File: src/rtl/mv_pkg.sv
// Shared types and widths for the matrix-vector run sequencer slice.
package mv_pkg;

    typedef enum logic [2:0] {
        ST_IDLE,
        ST_CHECK,
        ST_RUN,
        ST_DRAIN,
        ST_DONE
    } state_t;

    localparam int unsigned MADDR_W = 12;
    localparam int unsigned VADDR_W = 10;
    localparam int unsigned WIDTH_W = 9;
    localparam int unsigned ITER_W  = 16;
    localparam int unsigned CYC_W   = 32;

endpackage

File: src/rtl/mv_run_sequencer_if.sv
// Host, engine-controller and BRAM-side signals of the run sequencer.
interface mv_run_sequencer_if;
    import mv_pkg::*;

    logic                 start;
    logic                 abort;
    logic [WIDTH_W-1:0]   cfg_width;
    logic [ITER_W-1:0]    cfg_iteration;
    logic                 host_req;
    logic                 host_sel;
    logic                 host_we;
    logic [MADDR_W-1:0]   host_addr;
    logic                 host_grant;
    logic                 ctrl_running;
    logic [WIDTH_W-1:0]   ctrl_width;
    logic [ITER_W-1:0]    ctrl_iteration;
    logic                 ctrl_finish;
    logic                 ctrl_m_en;
    logic                 ctrl_m_we;
    logic [MADDR_W-1:0]   ctrl_m_addr;
    logic                 ctrl_v_en;
    logic                 ctrl_v_we;
    logic [VADDR_W-1:0]   ctrl_v_addr;
    logic                 mbram_en;
    logic                 mbram_we;
    logic [MADDR_W-1:0]   mbram_addr;
    logic                 vbram_en;
    logic                 vbram_we;
    logic [VADDR_W-1:0]   vbram_addr;
    logic                 busy;
    logic                 done;
    logic                 aborted;
    logic                 err;
    logic                 irq;
    logic [CYC_W-1:0]     run_cycles;

    modport slave (
        input  start, abort, cfg_width, cfg_iteration,
        input  host_req, host_sel, host_we, host_addr,
        input  ctrl_finish, ctrl_m_en, ctrl_m_we, ctrl_m_addr,
        input  ctrl_v_en, ctrl_v_we, ctrl_v_addr,
        output host_grant, ctrl_running, ctrl_width, ctrl_iteration,
        output mbram_en, mbram_we, mbram_addr, vbram_en, vbram_we, vbram_addr,
        output busy, done, aborted, err, irq, run_cycles
    );

    modport master (
        output start, abort, cfg_width, cfg_iteration,
        output host_req, host_sel, host_we, host_addr,
        output ctrl_finish, ctrl_m_en, ctrl_m_we, ctrl_m_addr,
        output ctrl_v_en, ctrl_v_we, ctrl_v_addr,
        input  host_grant, ctrl_running, ctrl_width, ctrl_iteration,
        input  mbram_en, mbram_we, mbram_addr, vbram_en, vbram_we, vbram_addr,
        input  busy, done, aborted, err, irq, run_cycles
    );

endinterface

File: src/rtl/mv_bram_mux.sv
// Combinational BRAM port select: host side when granted, engine side otherwise.
module mv_bram_mux #(
    parameter int unsigned AW = 12
) (
    input  logic          host_grant_i,
    input  logic          host_target_i,
    input  logic          host_req_i,
    input  logic          host_we_i,
    input  logic [AW-1:0] host_addr_i,
    input  logic          eng_en_i,
    input  logic          eng_we_i,
    input  logic [AW-1:0] eng_addr_i,
    output logic          bram_en_o,
    output logic          bram_we_o,
    output logic [AW-1:0] bram_addr_o
);

    always_comb begin
        bram_en_o   = 1'b0;
        bram_we_o   = 1'b0;
        bram_addr_o = '0;
        if (!host_grant_i) begin
            bram_en_o   = eng_en_i;
            bram_we_o   = eng_we_i;
            bram_addr_o = eng_addr_i;
        end else if (host_target_i) begin
            bram_en_o   = host_req_i;
            bram_we_o   = host_req_i & host_we_i;
            bram_addr_o = host_addr_i;
        end
    end

endmodule

File: src/rtl/mv_run_sequencer.sv
// Run sequencer for the 6x6 matrix-vector engine: config check, run/drain FSM,
// status and cycle counting, and state-based BRAM port arbitration.
module mv_run_sequencer
    import mv_pkg::*;
#(
    parameter int unsigned WIDTH_STEP = 6,
    parameter int unsigned WIDTH_MIN  = 6,
    parameter int unsigned WIDTH_MAX  = 384,
    parameter int unsigned DRAIN_CYC  = 2
) (
    input  logic                clk,
    input  logic                rst,
    mv_run_sequencer_if.slave   bus
);

    localparam logic [WIDTH_W-1:0] W_STEP     = WIDTH_W'(WIDTH_STEP);
    localparam logic [WIDTH_W-1:0] W_MIN      = WIDTH_W'(WIDTH_MIN);
    localparam logic [WIDTH_W-1:0] W_MAX      = WIDTH_W'(WIDTH_MAX);
    localparam logic [7:0]         DRAIN_LAST = 8'(DRAIN_CYC - 1);

    state_t               state_q;
    logic [WIDTH_W-1:0]   width_q;
    logic [ITER_W-1:0]    iter_q;
    logic [CYC_W-1:0]     cycles_q;
    logic [7:0]           drain_cnt_q;
    logic                 done_q;
    logic                 aborted_q;
    logic                 err_q;
    logic                 irq_q;
    logic                 cfg_ok;
    logic                 grant;
    logic                 unused_host_addr_hi;

    assign cfg_ok = (width_q >= W_MIN) && (width_q <= W_MAX) &&
                    ((width_q % W_STEP) == '0) && (iter_q != '0);

    always_ff @(posedge clk) begin
        if (rst) begin
            state_q     <= ST_IDLE;
            width_q     <= '0;
            iter_q      <= '0;
            cycles_q    <= '0;
            drain_cnt_q <= '0;
            done_q      <= 1'b0;
            aborted_q   <= 1'b0;
            err_q       <= 1'b0;
            irq_q       <= 1'b0;
        end else begin
            irq_q <= 1'b0;
            unique case (state_q)
                ST_IDLE, ST_DONE: begin
                    if (bus.start) begin
                        state_q   <= ST_CHECK;
                        width_q   <= bus.cfg_width;
                        iter_q    <= bus.cfg_iteration;
                        cycles_q  <= '0;
                        done_q    <= 1'b0;
                        aborted_q <= 1'b0;
                        err_q     <= 1'b0;
                    end
                end
                ST_CHECK: begin
                    if (cfg_ok) begin
                        state_q <= ST_RUN;
                    end else begin
                        state_q <= ST_IDLE;
                        err_q   <= 1'b1;
                    end
                end
                ST_RUN: begin
                    if (cycles_q != '1) cycles_q <= cycles_q + 32'd1;
                    // finish takes priority: a coincident abort still counts as a normal completion
                    if (bus.ctrl_finish || bus.abort) begin
                        state_q     <= ST_DRAIN;
                        drain_cnt_q <= '0;
                        aborted_q   <= bus.abort && !bus.ctrl_finish;
                    end
                end
                ST_DRAIN: begin
                    if (drain_cnt_q == DRAIN_LAST) begin
                        state_q <= ST_DONE;
                        done_q  <= !aborted_q;
                        irq_q   <= 1'b1;
                    end else begin
                        drain_cnt_q <= drain_cnt_q + 8'd1;
                    end
                end
                default: state_q <= ST_IDLE;
            endcase
        end
    end

    // running is masked by rst so the engine stops in the reset cycle itself
    assign bus.ctrl_running   = (state_q == ST_RUN) && !rst;
    assign grant              = (state_q == ST_IDLE) || (state_q == ST_DONE) ||
                                (state_q == ST_CHECK);
    assign bus.host_grant     = grant;
    assign bus.busy           = (state_q == ST_CHECK) || (state_q == ST_RUN) ||
                                (state_q == ST_DRAIN);
    assign bus.ctrl_width     = width_q;
    assign bus.ctrl_iteration = iter_q;
    assign bus.done           = done_q;
    assign bus.aborted        = aborted_q;
    assign bus.err            = err_q;
    assign bus.irq            = irq_q;
    assign bus.run_cycles     = cycles_q;
    assign unused_host_addr_hi = ^bus.host_addr[MADDR_W-1:VADDR_W];

    mv_bram_mux #(.AW(MADDR_W)) u_mmux (
        .host_grant_i  (grant),
        .host_target_i (!bus.host_sel),
        .host_req_i    (bus.host_req),
        .host_we_i     (bus.host_we),
        .host_addr_i   (bus.host_addr),
        .eng_en_i      (bus.ctrl_m_en),
        .eng_we_i      (bus.ctrl_m_we),
        .eng_addr_i    (bus.ctrl_m_addr),
        .bram_en_o     (bus.mbram_en),
        .bram_we_o     (bus.mbram_we),
        .bram_addr_o   (bus.mbram_addr)
    );

    mv_bram_mux #(.AW(VADDR_W)) u_vmux (
        .host_grant_i  (grant),
        .host_target_i (bus.host_sel),
        .host_req_i    (bus.host_req),
        .host_we_i     (bus.host_we),
        .host_addr_i   (bus.host_addr[VADDR_W-1:0]),
        .eng_en_i      (bus.ctrl_v_en),
        .eng_we_i      (bus.ctrl_v_we),
        .eng_addr_i    (bus.ctrl_v_addr),
        .bram_en_o     (bus.vbram_en),
        .bram_we_o     (bus.vbram_we),
        .bram_addr_o   (bus.vbram_addr)
    );

endmodule
File: src/flat_wrapper.sv
// flat-port wrapper written by rule: the top's interface ports become plain ports
module mv_run_sequencer_flat import mv_pkg::*;
#(
    parameter int unsigned WIDTH_STEP = 6,
    parameter int unsigned WIDTH_MIN  = 6,
    parameter int unsigned WIDTH_MAX  = 384,
    parameter int unsigned DRAIN_CYC  = 2
)
  (clk, rst, bus_start, bus_abort, bus_cfg_width, bus_cfg_iteration, bus_host_req, bus_host_sel, bus_host_we, bus_host_addr, bus_ctrl_finish, bus_ctrl_m_en, bus_ctrl_m_we, bus_ctrl_m_addr, bus_ctrl_v_en, bus_ctrl_v_we, bus_ctrl_v_addr, bus_host_grant, bus_ctrl_running, bus_ctrl_width, bus_ctrl_iteration, bus_mbram_en, bus_mbram_we, bus_mbram_addr, bus_vbram_en, bus_vbram_we, bus_vbram_addr, bus_busy, bus_done, bus_aborted, bus_err, bus_irq, bus_run_cycles);
  mv_run_sequencer_if bus_i ();
  input  logic clk;
  input  logic rst;
  input wire logic [$bits(bus_i.start)-1:0] bus_start;
  input wire logic [$bits(bus_i.abort)-1:0] bus_abort;
  input wire logic [$bits(bus_i.cfg_width)-1:0] bus_cfg_width;
  input wire logic [$bits(bus_i.cfg_iteration)-1:0] bus_cfg_iteration;
  input wire logic [$bits(bus_i.host_req)-1:0] bus_host_req;
  input wire logic [$bits(bus_i.host_sel)-1:0] bus_host_sel;
  input wire logic [$bits(bus_i.host_we)-1:0] bus_host_we;
  input wire logic [$bits(bus_i.host_addr)-1:0] bus_host_addr;
  input wire logic [$bits(bus_i.ctrl_finish)-1:0] bus_ctrl_finish;
  input wire logic [$bits(bus_i.ctrl_m_en)-1:0] bus_ctrl_m_en;
  input wire logic [$bits(bus_i.ctrl_m_we)-1:0] bus_ctrl_m_we;
  input wire logic [$bits(bus_i.ctrl_m_addr)-1:0] bus_ctrl_m_addr;
  input wire logic [$bits(bus_i.ctrl_v_en)-1:0] bus_ctrl_v_en;
  input wire logic [$bits(bus_i.ctrl_v_we)-1:0] bus_ctrl_v_we;
  input wire logic [$bits(bus_i.ctrl_v_addr)-1:0] bus_ctrl_v_addr;
  output wire logic [$bits(bus_i.host_grant)-1:0] bus_host_grant;
  output wire logic [$bits(bus_i.ctrl_running)-1:0] bus_ctrl_running;
  output wire logic [$bits(bus_i.ctrl_width)-1:0] bus_ctrl_width;
  output wire logic [$bits(bus_i.ctrl_iteration)-1:0] bus_ctrl_iteration;
  output wire logic [$bits(bus_i.mbram_en)-1:0] bus_mbram_en;
  output wire logic [$bits(bus_i.mbram_we)-1:0] bus_mbram_we;
  output wire logic [$bits(bus_i.mbram_addr)-1:0] bus_mbram_addr;
  output wire logic [$bits(bus_i.vbram_en)-1:0] bus_vbram_en;
  output wire logic [$bits(bus_i.vbram_we)-1:0] bus_vbram_we;
  output wire logic [$bits(bus_i.vbram_addr)-1:0] bus_vbram_addr;
  output wire logic [$bits(bus_i.busy)-1:0] bus_busy;
  output wire logic [$bits(bus_i.done)-1:0] bus_done;
  output wire logic [$bits(bus_i.aborted)-1:0] bus_aborted;
  output wire logic [$bits(bus_i.err)-1:0] bus_err;
  output wire logic [$bits(bus_i.irq)-1:0] bus_irq;
  output wire logic [$bits(bus_i.run_cycles)-1:0] bus_run_cycles;
  assign bus_i.start = bus_start;
  assign bus_i.abort = bus_abort;
  assign bus_i.cfg_width = bus_cfg_width;
  assign bus_i.cfg_iteration = bus_cfg_iteration;
  assign bus_i.host_req = bus_host_req;
  assign bus_i.host_sel = bus_host_sel;
  assign bus_i.host_we = bus_host_we;
  assign bus_i.host_addr = bus_host_addr;
  assign bus_i.ctrl_finish = bus_ctrl_finish;
  assign bus_i.ctrl_m_en = bus_ctrl_m_en;
  assign bus_i.ctrl_m_we = bus_ctrl_m_we;
  assign bus_i.ctrl_m_addr = bus_ctrl_m_addr;
  assign bus_i.ctrl_v_en = bus_ctrl_v_en;
  assign bus_i.ctrl_v_we = bus_ctrl_v_we;
  assign bus_i.ctrl_v_addr = bus_ctrl_v_addr;
  assign bus_host_grant = bus_i.host_grant;
  assign bus_ctrl_running = bus_i.ctrl_running;
  assign bus_ctrl_width = bus_i.ctrl_width;
  assign bus_ctrl_iteration = bus_i.ctrl_iteration;
  assign bus_mbram_en = bus_i.mbram_en;
  assign bus_mbram_we = bus_i.mbram_we;
  assign bus_mbram_addr = bus_i.mbram_addr;
  assign bus_vbram_en = bus_i.vbram_en;
  assign bus_vbram_we = bus_i.vbram_we;
  assign bus_vbram_addr = bus_i.vbram_addr;
  assign bus_busy = bus_i.busy;
  assign bus_done = bus_i.done;
  assign bus_aborted = bus_i.aborted;
  assign bus_err = bus_i.err;
  assign bus_irq = bus_i.irq;
  assign bus_run_cycles = bus_i.run_cycles;
  mv_run_sequencer #(.WIDTH_STEP(WIDTH_STEP), .WIDTH_MIN(WIDTH_MIN), .WIDTH_MAX(WIDTH_MAX), .DRAIN_CYC(DRAIN_CYC)) u_core (.clk(clk), .rst(rst), .bus(bus_i));
endmodule
File: config.mk
export PLATFORM = sky130hd
export DESIGN_NAME = mv_run_sequencer_flat
export DESIGN_NICKNAME = d
export VERILOG_FILES = /design/src/rtl/mv_pkg.sv /design/src/rtl/mv_run_sequencer_if.sv /design/src/rtl/mv_bram_mux.sv /design/src/rtl/mv_run_sequencer.sv /design/src/flat_wrapper.sv
export SDC_FILE = /design/constraint.sdc
export NUM_CORES = 1
export LEC_CHECK = 0
export CAP_MARGIN = 20
export CORE_MARGIN = 2
export CORE_UTILIZATION = 45
export DETAILED_ROUTE_END_ITERATION = 8
export PLACE_DENSITY = 0.8
export SLEW_MARGIN = 20
export SYNTH_ARGS = -nofsm -noshare
export SYNTH_HDL_FRONTEND = slang
export SYNTH_HIERARCHICAL = 1
export SYNTH_SLANG_ARGS = --single-unit
File: constraint.sdc
create_clock -name clk -period 3.9 [get_ports clk]
set_input_delay 0.585 -clock clk [delete_from_list [all_inputs] [get_ports clk]]
set_output_delay 0.585 -clock clk [all_outputs]
set_load 0.05 [all_outputs]
==> metrics.txt, run 1 <==
status finished clean; crit-path max cell delay about 800 ps; final core utilization between 60% and 70%; average size of a mapped cell 8.05 um2; max_cap viols 0; DIE WIDTH around 100 um; initial antenna violation count 0; Yosys top cell by area dfxtp_1; synthesized net count roughly 600; Crit path depth 5; ys async rst share 0%; count leader, synth nand2_1; antenna-violating nets left 0; Hold Crit Start u_core/bus.ctrl_iteration[6]; Via Count approximately 4600; Critical Path End Type output pin; gr usage total 24.5%; top cells by area, synth dfxtp_1, nand2_1, a21oi_1; nets 751; Worst Path Arrival between 2000 and 3000 ps; Synth Instances 529; synthesis-stage register bit count a little over 70; sequential fraction of the synthesis area 33.8%; Critical Path Start u_core/state_q[0]; FF-to-FF path depth 10; Iter 0 DRT Violations 330; Max-Slew Margin vs Limit between 40 and 50%; deepest clock path buffer count 2; first-pass GRT wire length 20300 um; Post-synth EDFFs 0; Leakage approximately 2.2 nW; max-slew violations 0; WL final approximately 13000 um; crit-path cells a21oi_1 > buf_4 > inv_1 > a22o_1 > clkdlybuf4s50_1; r2r startpoint u_core/bus.ctrl_width[7]; Overflow after GRT 0; Row Count 35; f_max between 0.3 and 0.4 GHz; DIE HEIGHT slightly above 100 um; hold slack final 477 ps; CTS Sinks 72; post-synthesis cell type count 65; Setup TNS 0 ps; Max VDD drop 0.276 mV; Final Setup Violations 0; DRC 0; share of post-route cells with drive strength above 1 under 10%; YS warnings 6; CP Class reg2out; pin count of the biggest net entering global routing just over 40; CTS Buf Count 9; Clk Latency, worst-skew pair roughly 340 ps; initial core utilization a little under half; worst-margin pin slew between 800 and 900 ps; pwr/cell area between 300 and 400 nW/um2; DPL Wire Length 9780 um; placed insts slightly below 800; Post-CTS Setup Bufs 0; count of final hold-check violations 0; CP Buf/Inv Count 3; Cell Count, Final, Fillers Out 791; Port Buffers between 150 and 200; CTS resizes 0; worst endpoint required time 3310 ps; Layout Skew approximately 8.9 ps; top-area cell type share of the netlist area 33.8%; clock root buffer clkbuf_8; crit-path max FO 21; P&R area growth vs syn 43.8%; number of global-route vias before repair approximately 4300; Tmin final between 3000 and 4000 ps; H-tree depth 3; GP Congestion around 0.82; Hold Path Class reg2reg; diode count 0; crit path launch type flip-flop; drt pass-1 iters 5; crit path max-delay cell type clkdlybuf4s50_1; # IOs around 160; vias per cell a little under 6; top cells by count, synth nand2_1, dfxtp_1, nor2_1, a21oi_1, xnor2_1; CP delay by family, top buffers and inverters; Clock Pin Slew Worst Setup and Hold Paths around 70 ps; Worst Hold Depth 2; Core Area a little over 9000 um2; die area 10300 um2; crit share post-route 80.2%; CTS tree built; prevailing post-synth register cell dfxtp_1; Sequential Area around 1400 um2; RSZ-0062 raised after global routing no; area of the multi-input gates around 2600 um2; CTS Hold Bufs 0; Avg WL per Cell 16.5 um; synthesized cell area around 4300 um2; # fillers between 700 and 800
[area by class of cell]
type	instances	share of cell area, %
Multi-Input combinational cell	402	41.7
Clock buffer	10	2.25
Sequential cell	72	23.5
Inverter	23	1.41
Clock inverter	5	1.70
Timing Repair Buffer	168	27.1
Tap cell	111	2.27
[metal layers]
layer	share of wire (%)	track usage (%)	wire, um
met3	9.1	6.69	1180
met2	49	43.6	6410
met4	2.2	8.42	289
met5	0	0	0
met1	40	28.4	5170
[cells by family (layout without fill, tap and decap cells)]
kind of cell | after synthesis | after routing | synth area share, %
adder cells (fa/ha/maj) | 4 | 4 | 1.18
flip-flops | 72 | 72 | 33.8
buffers and inverters | 55 | 206 | 6.17
AO/OA/AOI/OAI | 129 | 129 | 21.9
AND/OR/NAND/NOR | 232 | 232 | 29.2
XOR/XNOR | 32 | 32 | 6.58
multiplexers | 5 | 5 | 1.20
[power breakdown]
| group | internal, mW | total [mW] | leakage [nW] | switching [mW] |
|---|---|---|---|---|
| combinational | 0.233 | 0.585 | 1.47 | 0.353 |
| sequential | 0.759 | 0.798 | 0.585 | 0.0392 |
| clock | 0.440 | 0.708 | 0.123 | 0.268 |
[cells in the final DEF, fill, tap and decap left out, types with 5 or more instances in the layout]
cell type	netlist	layout
a21oi_1	41	41
clkdlybuf4s50_1	0	160
a211oi_1	13	13
nor4_1	13	13
nor2_1	49	49
clkbuf_8	0	10
a31oi_1	6	6
buf_4	5	8
nand2_1	74	74
o21ai_0	12	12
nand3_1	21	21
o211ai_1	6	6
and3_1	7	7
inv_1	21	21
dfxtp_1	72	72
a22o_1	19	19
xor2_1	9	9
nand3b_1	6	6
xnor2_1	23	23
nand4_1	13	13
or4_1	5	5
nand2b_1	7	7
[worst register-to-register path, stage by stage, from the launching register on]
cell      delay, ps
dfxtp_1         510
or3b_1          470
o211ai_1        180
mux2i_1         230
nand4b_1        190
and2_1          220
ha_1            280
or3b_2          460
a221oi_1        230
a41o_1          160
o31ai_1          70
[final timing paths]
kind              slack [ps]                           end
setup / recovery         770             bus_vbram_addr[3]
hold reg to reg          480  u_core/bus.ctrl_iteration[6]
setup reg to reg         780                u_core/bus.err
hold / removal           480  u_core/bus.ctrl_iteration[6]
[state kept, by name (all words and copies together), names as in the netlist]
signal / cells
u_core/bus.done: 1
u_core/bus.run_cycles: 32
u_core/state_q: 3
u_core/bus.ctrl_width: 9
u_core/bus.ctrl_iteration: 16
u_core/bus.aborted: 1
u_core/bus.irq: 1
u_core/drain_cnt_q: 8
u_core/bus.err: 1
[through the flow]
| stage | area [um2] | power [mW] | setup WS (ps) |
|---|---|---|---|
| final | 6120 | 2.09 | 772 |
| after global routing | 6120 | 2.17 | 538 |
| after CTS | 6120 | 2.11 | 781 |
| after detailed placement | 5880 | 1.40 | 837 |
| after global placement | 5880 | 1.38 | 894 |
| after floorplan | 4260 | 1.18 | 741 |
No activity file was read; power rests on OpenSTA's default activity.
==> run 2: changes to the inputs <==
--- a/config.mk
+++ b/config.mk
@@ -7,9 +7,9 @@
 export LEC_CHECK = 0
 export CAP_MARGIN = 20
 export CORE_MARGIN = 2
-export CORE_UTILIZATION = 45
+export CORE_UTILIZATION = 40
 export DETAILED_ROUTE_END_ITERATION = 8
-export PLACE_DENSITY = 0.8
+export PLACE_DENSITY = 0.76
 export SLEW_MARGIN = 20
 export SYNTH_ARGS = -nofsm -noshare
 export SYNTH_HDL_FRONTEND = slang
==> constraint.sdc (replaced) <==
create_clock -name clk -period 2.6 [get_ports clk]
set_input_delay 0.39 -clock clk [delete_from_list [all_inputs] [get_ports clk]]
set_output_delay 0.39 -clock clk [all_outputs]
set_load 0.05 [all_outputs]
==> run 2 against run 1 <==
  * The run now ends with negative setup slack left
  * Sequential power increased by 48%
  * Sequential cell count is the same
  * Total power rose by 53%
  * First-iteration DRC count up 5.5%
  * Count of clock-buffer cells in the layout grew 1
  * Largest power group unchanged
==> metrics.txt, run 2 (synthesized netlist as in run 1, its figures left out) <==
most frequent cells in the layout clkdlybuf4s50_1, nand2_1, dfxtp_1; pwr/cell area 488 nW/um2 (+43%); f_max around 0.38 GHz; Avg WL per Cell 16.2 um (-1.7%); Row Count 37 (+5.7%); worst endpoint required time 2820 ps (-490 ps); Iter 0 DRT Violations 348 (+5.5%); DIE WIDTH 107 um (+5.8%); CP delay by family, top simple AND/OR/NAND/NOR gates; Leakage 2.40 nW (+10%); Clock Pin Slew Worst Setup and Hold Paths 80 ps (about the same); max-slew violations 0 (unchanged); Overflow after GRT 0 (unchanged); DIE HEIGHT 107 um (+5.8%); Clk Latency, worst-skew pair 350 ps (about the same); diode count 0 (unchanged); most common cell after layout, fill and taps aside clkdlybuf4s50_1; Via Count 4664 (+0.82%); H-tree depth 3 (unchanged); CTS Buf Count 9 (unchanged); worst-margin pin slew 552 ps (-253 ps); pin count of the biggest net entering global routing 27 (-34%); GP Congestion 0.911 (+11%); RR Endpoint u_core/bus.err; crit-path cells or3b_4 > o211ai_1 > mux2i_1 > nand4b_1 > and2_4 > ha_4 > or3b_4 > a221oi_2 > a41o_1 > o31ai_2; Max VDD drop 0.356 mV (+29%); CP Class reg2reg; status finished, violations left; crit path max-delay cell type or3b_4; share of post-route cells with drive strength above 1 15.5% (+9.2 points); post-route cell area 6550 um2 (+6.9%); deepest clock path buffer count 2 (unchanged); first-pass GRT wire length 21800 um (+7.5%); CTS tree built; Sequential Area 1460 um2 (+1.3%); RSZ-0062 raised after global routing yes; drt pass-1 iters 5 (unchanged); hold path endpoint u_core/bus.ctrl_iteration[7]; antenna-violating nets left 0 (unchanged); initial core utilization 41.3% (-5.1 points); DRC 0 (unchanged); Hold Crit Start u_core/bus.ctrl_iteration[7]; gr usage total 23.2% (-1.3 points); vias per cell 5.55 (-5.1%); Port Buffers 160 (unchanged); count of final hold-check violations 0 (unchanged); Max-Slew Margin vs Limit 63.1% (+17 points); Tmin final approximately 2600 ps; most frequent CP cell or3b_4; Final Setup Violations 2 (+2); Layout Skew 9.63 ps (+0.685 ps); placed insts 817 (+5.3%); WL final 13600 um (+4.4%); Worst Path Arrival 2870 ps (+330 ps); P&R area growth vs syn 53.8%; Core Area 10300 um2 (+12%); Cell Count, Final, Fillers Out 840 (+6.2%); Critical Path End Type flip-flop; crit-path max cell delay 420 ps (-380 ps); FF-to-FF path depth 10 (unchanged); flop-to-flop setup slack -50 ps (-830 ps); crit path launch type flip-flop; max_cap viols 0 (unchanged); initial antenna violation count 0 (unchanged); r2r startpoint u_core/bus.ctrl_width[5]; Hold Path Class reg2reg; die area 11500 um2 (+12%); number of global-route vias before repair 4504 (+5.9%); crit share post-route 102%; Worst Hold Depth 2 (unchanged); DPL Wire Length 10100 um (+3.4%); # fillers 886 (+14%); Largest register FFs 32 (unchanged); CP Buf/Inv Count 0 (-3); # IOs 161 (unchanged); Cell Area, Placed 6250 um2 (+6.2%); CTS Sinks 72 (unchanged); Worst Setup Slack, final -45.9 ps (-818 ps); crit-path max FO 7 (-67%); nets 774 (+3.1%); clock root buffer clkbuf_8; area of the multi-input gates 2610 um2 (+2.0%); failing checks negative setup slack
==> run 2: cell type report <==
type / instances / area share (%)
clock inverter: 5 / 1.24
sequential: 72 / 22.3
multi-input combinational: 402 / 39.8
clock buffer: 11 / 2.01
tap: 136 / 2.60
inverter: 23 / 1.32
timing repair buffer: 191 / 30.8
==> run 2: layer usage <==
layer / vias to the layer above / track usage, % / wire, um
met2: 173 / 41.2 / 7050
met1: 2205 / 27.5 / 5350
li1: 2261 / - / -
met3: 25 / 5.41 / 952
met5: - / 0 / 0
met4: 0 / 7.24 / 266
==> run 2: report_power, final <==
part	leakage (nW)	internal [mW]	switching, mW
registers	0.589	1.14	0.0446
clock network	0.104	0.541	0.425
logic	1.71	0.463	0.583
==> run 2: how the worst max path moves through the flow <==
stage,from,depth (start not counted),slack [ps],to
6_report,u_core/bus.ctrl_width[5],10,-50,u_core/bus.err
5_1_grt,u_core/bus.ctrl_width[5],10,-210,u_core/state_q[1]
4_1_cts,u_core/bus.ctrl_width[6],10,-50,u_core/bus.err
3_5_place_dp,u_core/bus.ctrl_width[5],10,-60,u_core/bus.err
3_3_place_gp,u_core/bus.ctrl_width[5],10,50,u_core/bus.err
2_1_floorplan,u_core/bus.ctrl_width[7],11,-100,u_core/bus.err
==> run 2: per-stage QoR <==
stage	utilization (%)	setup slack [ps]	hold slack [ps]	total power [mW]	setup TNS, ps
6_report	63.4	-45.9	470	3.20	-83.9
5_1_grt	63.4	-211	498	3.32	-408
4_1_cts	63.0	-46.5	474	3.18	-87.1
3_5_place_dp	60.5	-56.0	463	2.20	-72.2
3_3_place_gp	60.5	46.5	459	2.19	0
2_1_floorplan	-	-102	473	1.78	-173
==> run 2: what timing repair did <==
| action | CTS | global route |
|---|---|---|
| gates resized for setup | 1 | 5 |
| setup buffers | 5 | 2 |
| setup endpoints to repair | 2 | 2 |
| hold buffers | 0 | 0 |
| gates cloned | 0 | 0 |
| pin swaps | 3 | 4 |
==> run 2: worst register-to-register path, stage by stage, from the launching register on <==
cell and delay [ps]:
dfxtp_4 370, or3b_4 420, o211ai_1 140, mux2i_1 260, nand4b_1 160, and2_4 200, ha_4 210, or3b_4 360
a221oi_2 180, a41o_1 160, o31ai_2 60
==> run 3: changes to the inputs <==
--- a/config.mk
+++ b/config.mk
@@ -5,7 +5,6 @@
 export SDC_FILE = /design/constraint.sdc
 export NUM_CORES = 1
 export LEC_CHECK = 0
-export CAP_MARGIN = 20
 export CORE_MARGIN = 2
 export CORE_UTILIZATION = 40
 export DETAILED_ROUTE_END_ITERATION = 8
==> results of run 3 <==
Same layout as run 2: the final DEF is identical, and so are final timing and power.
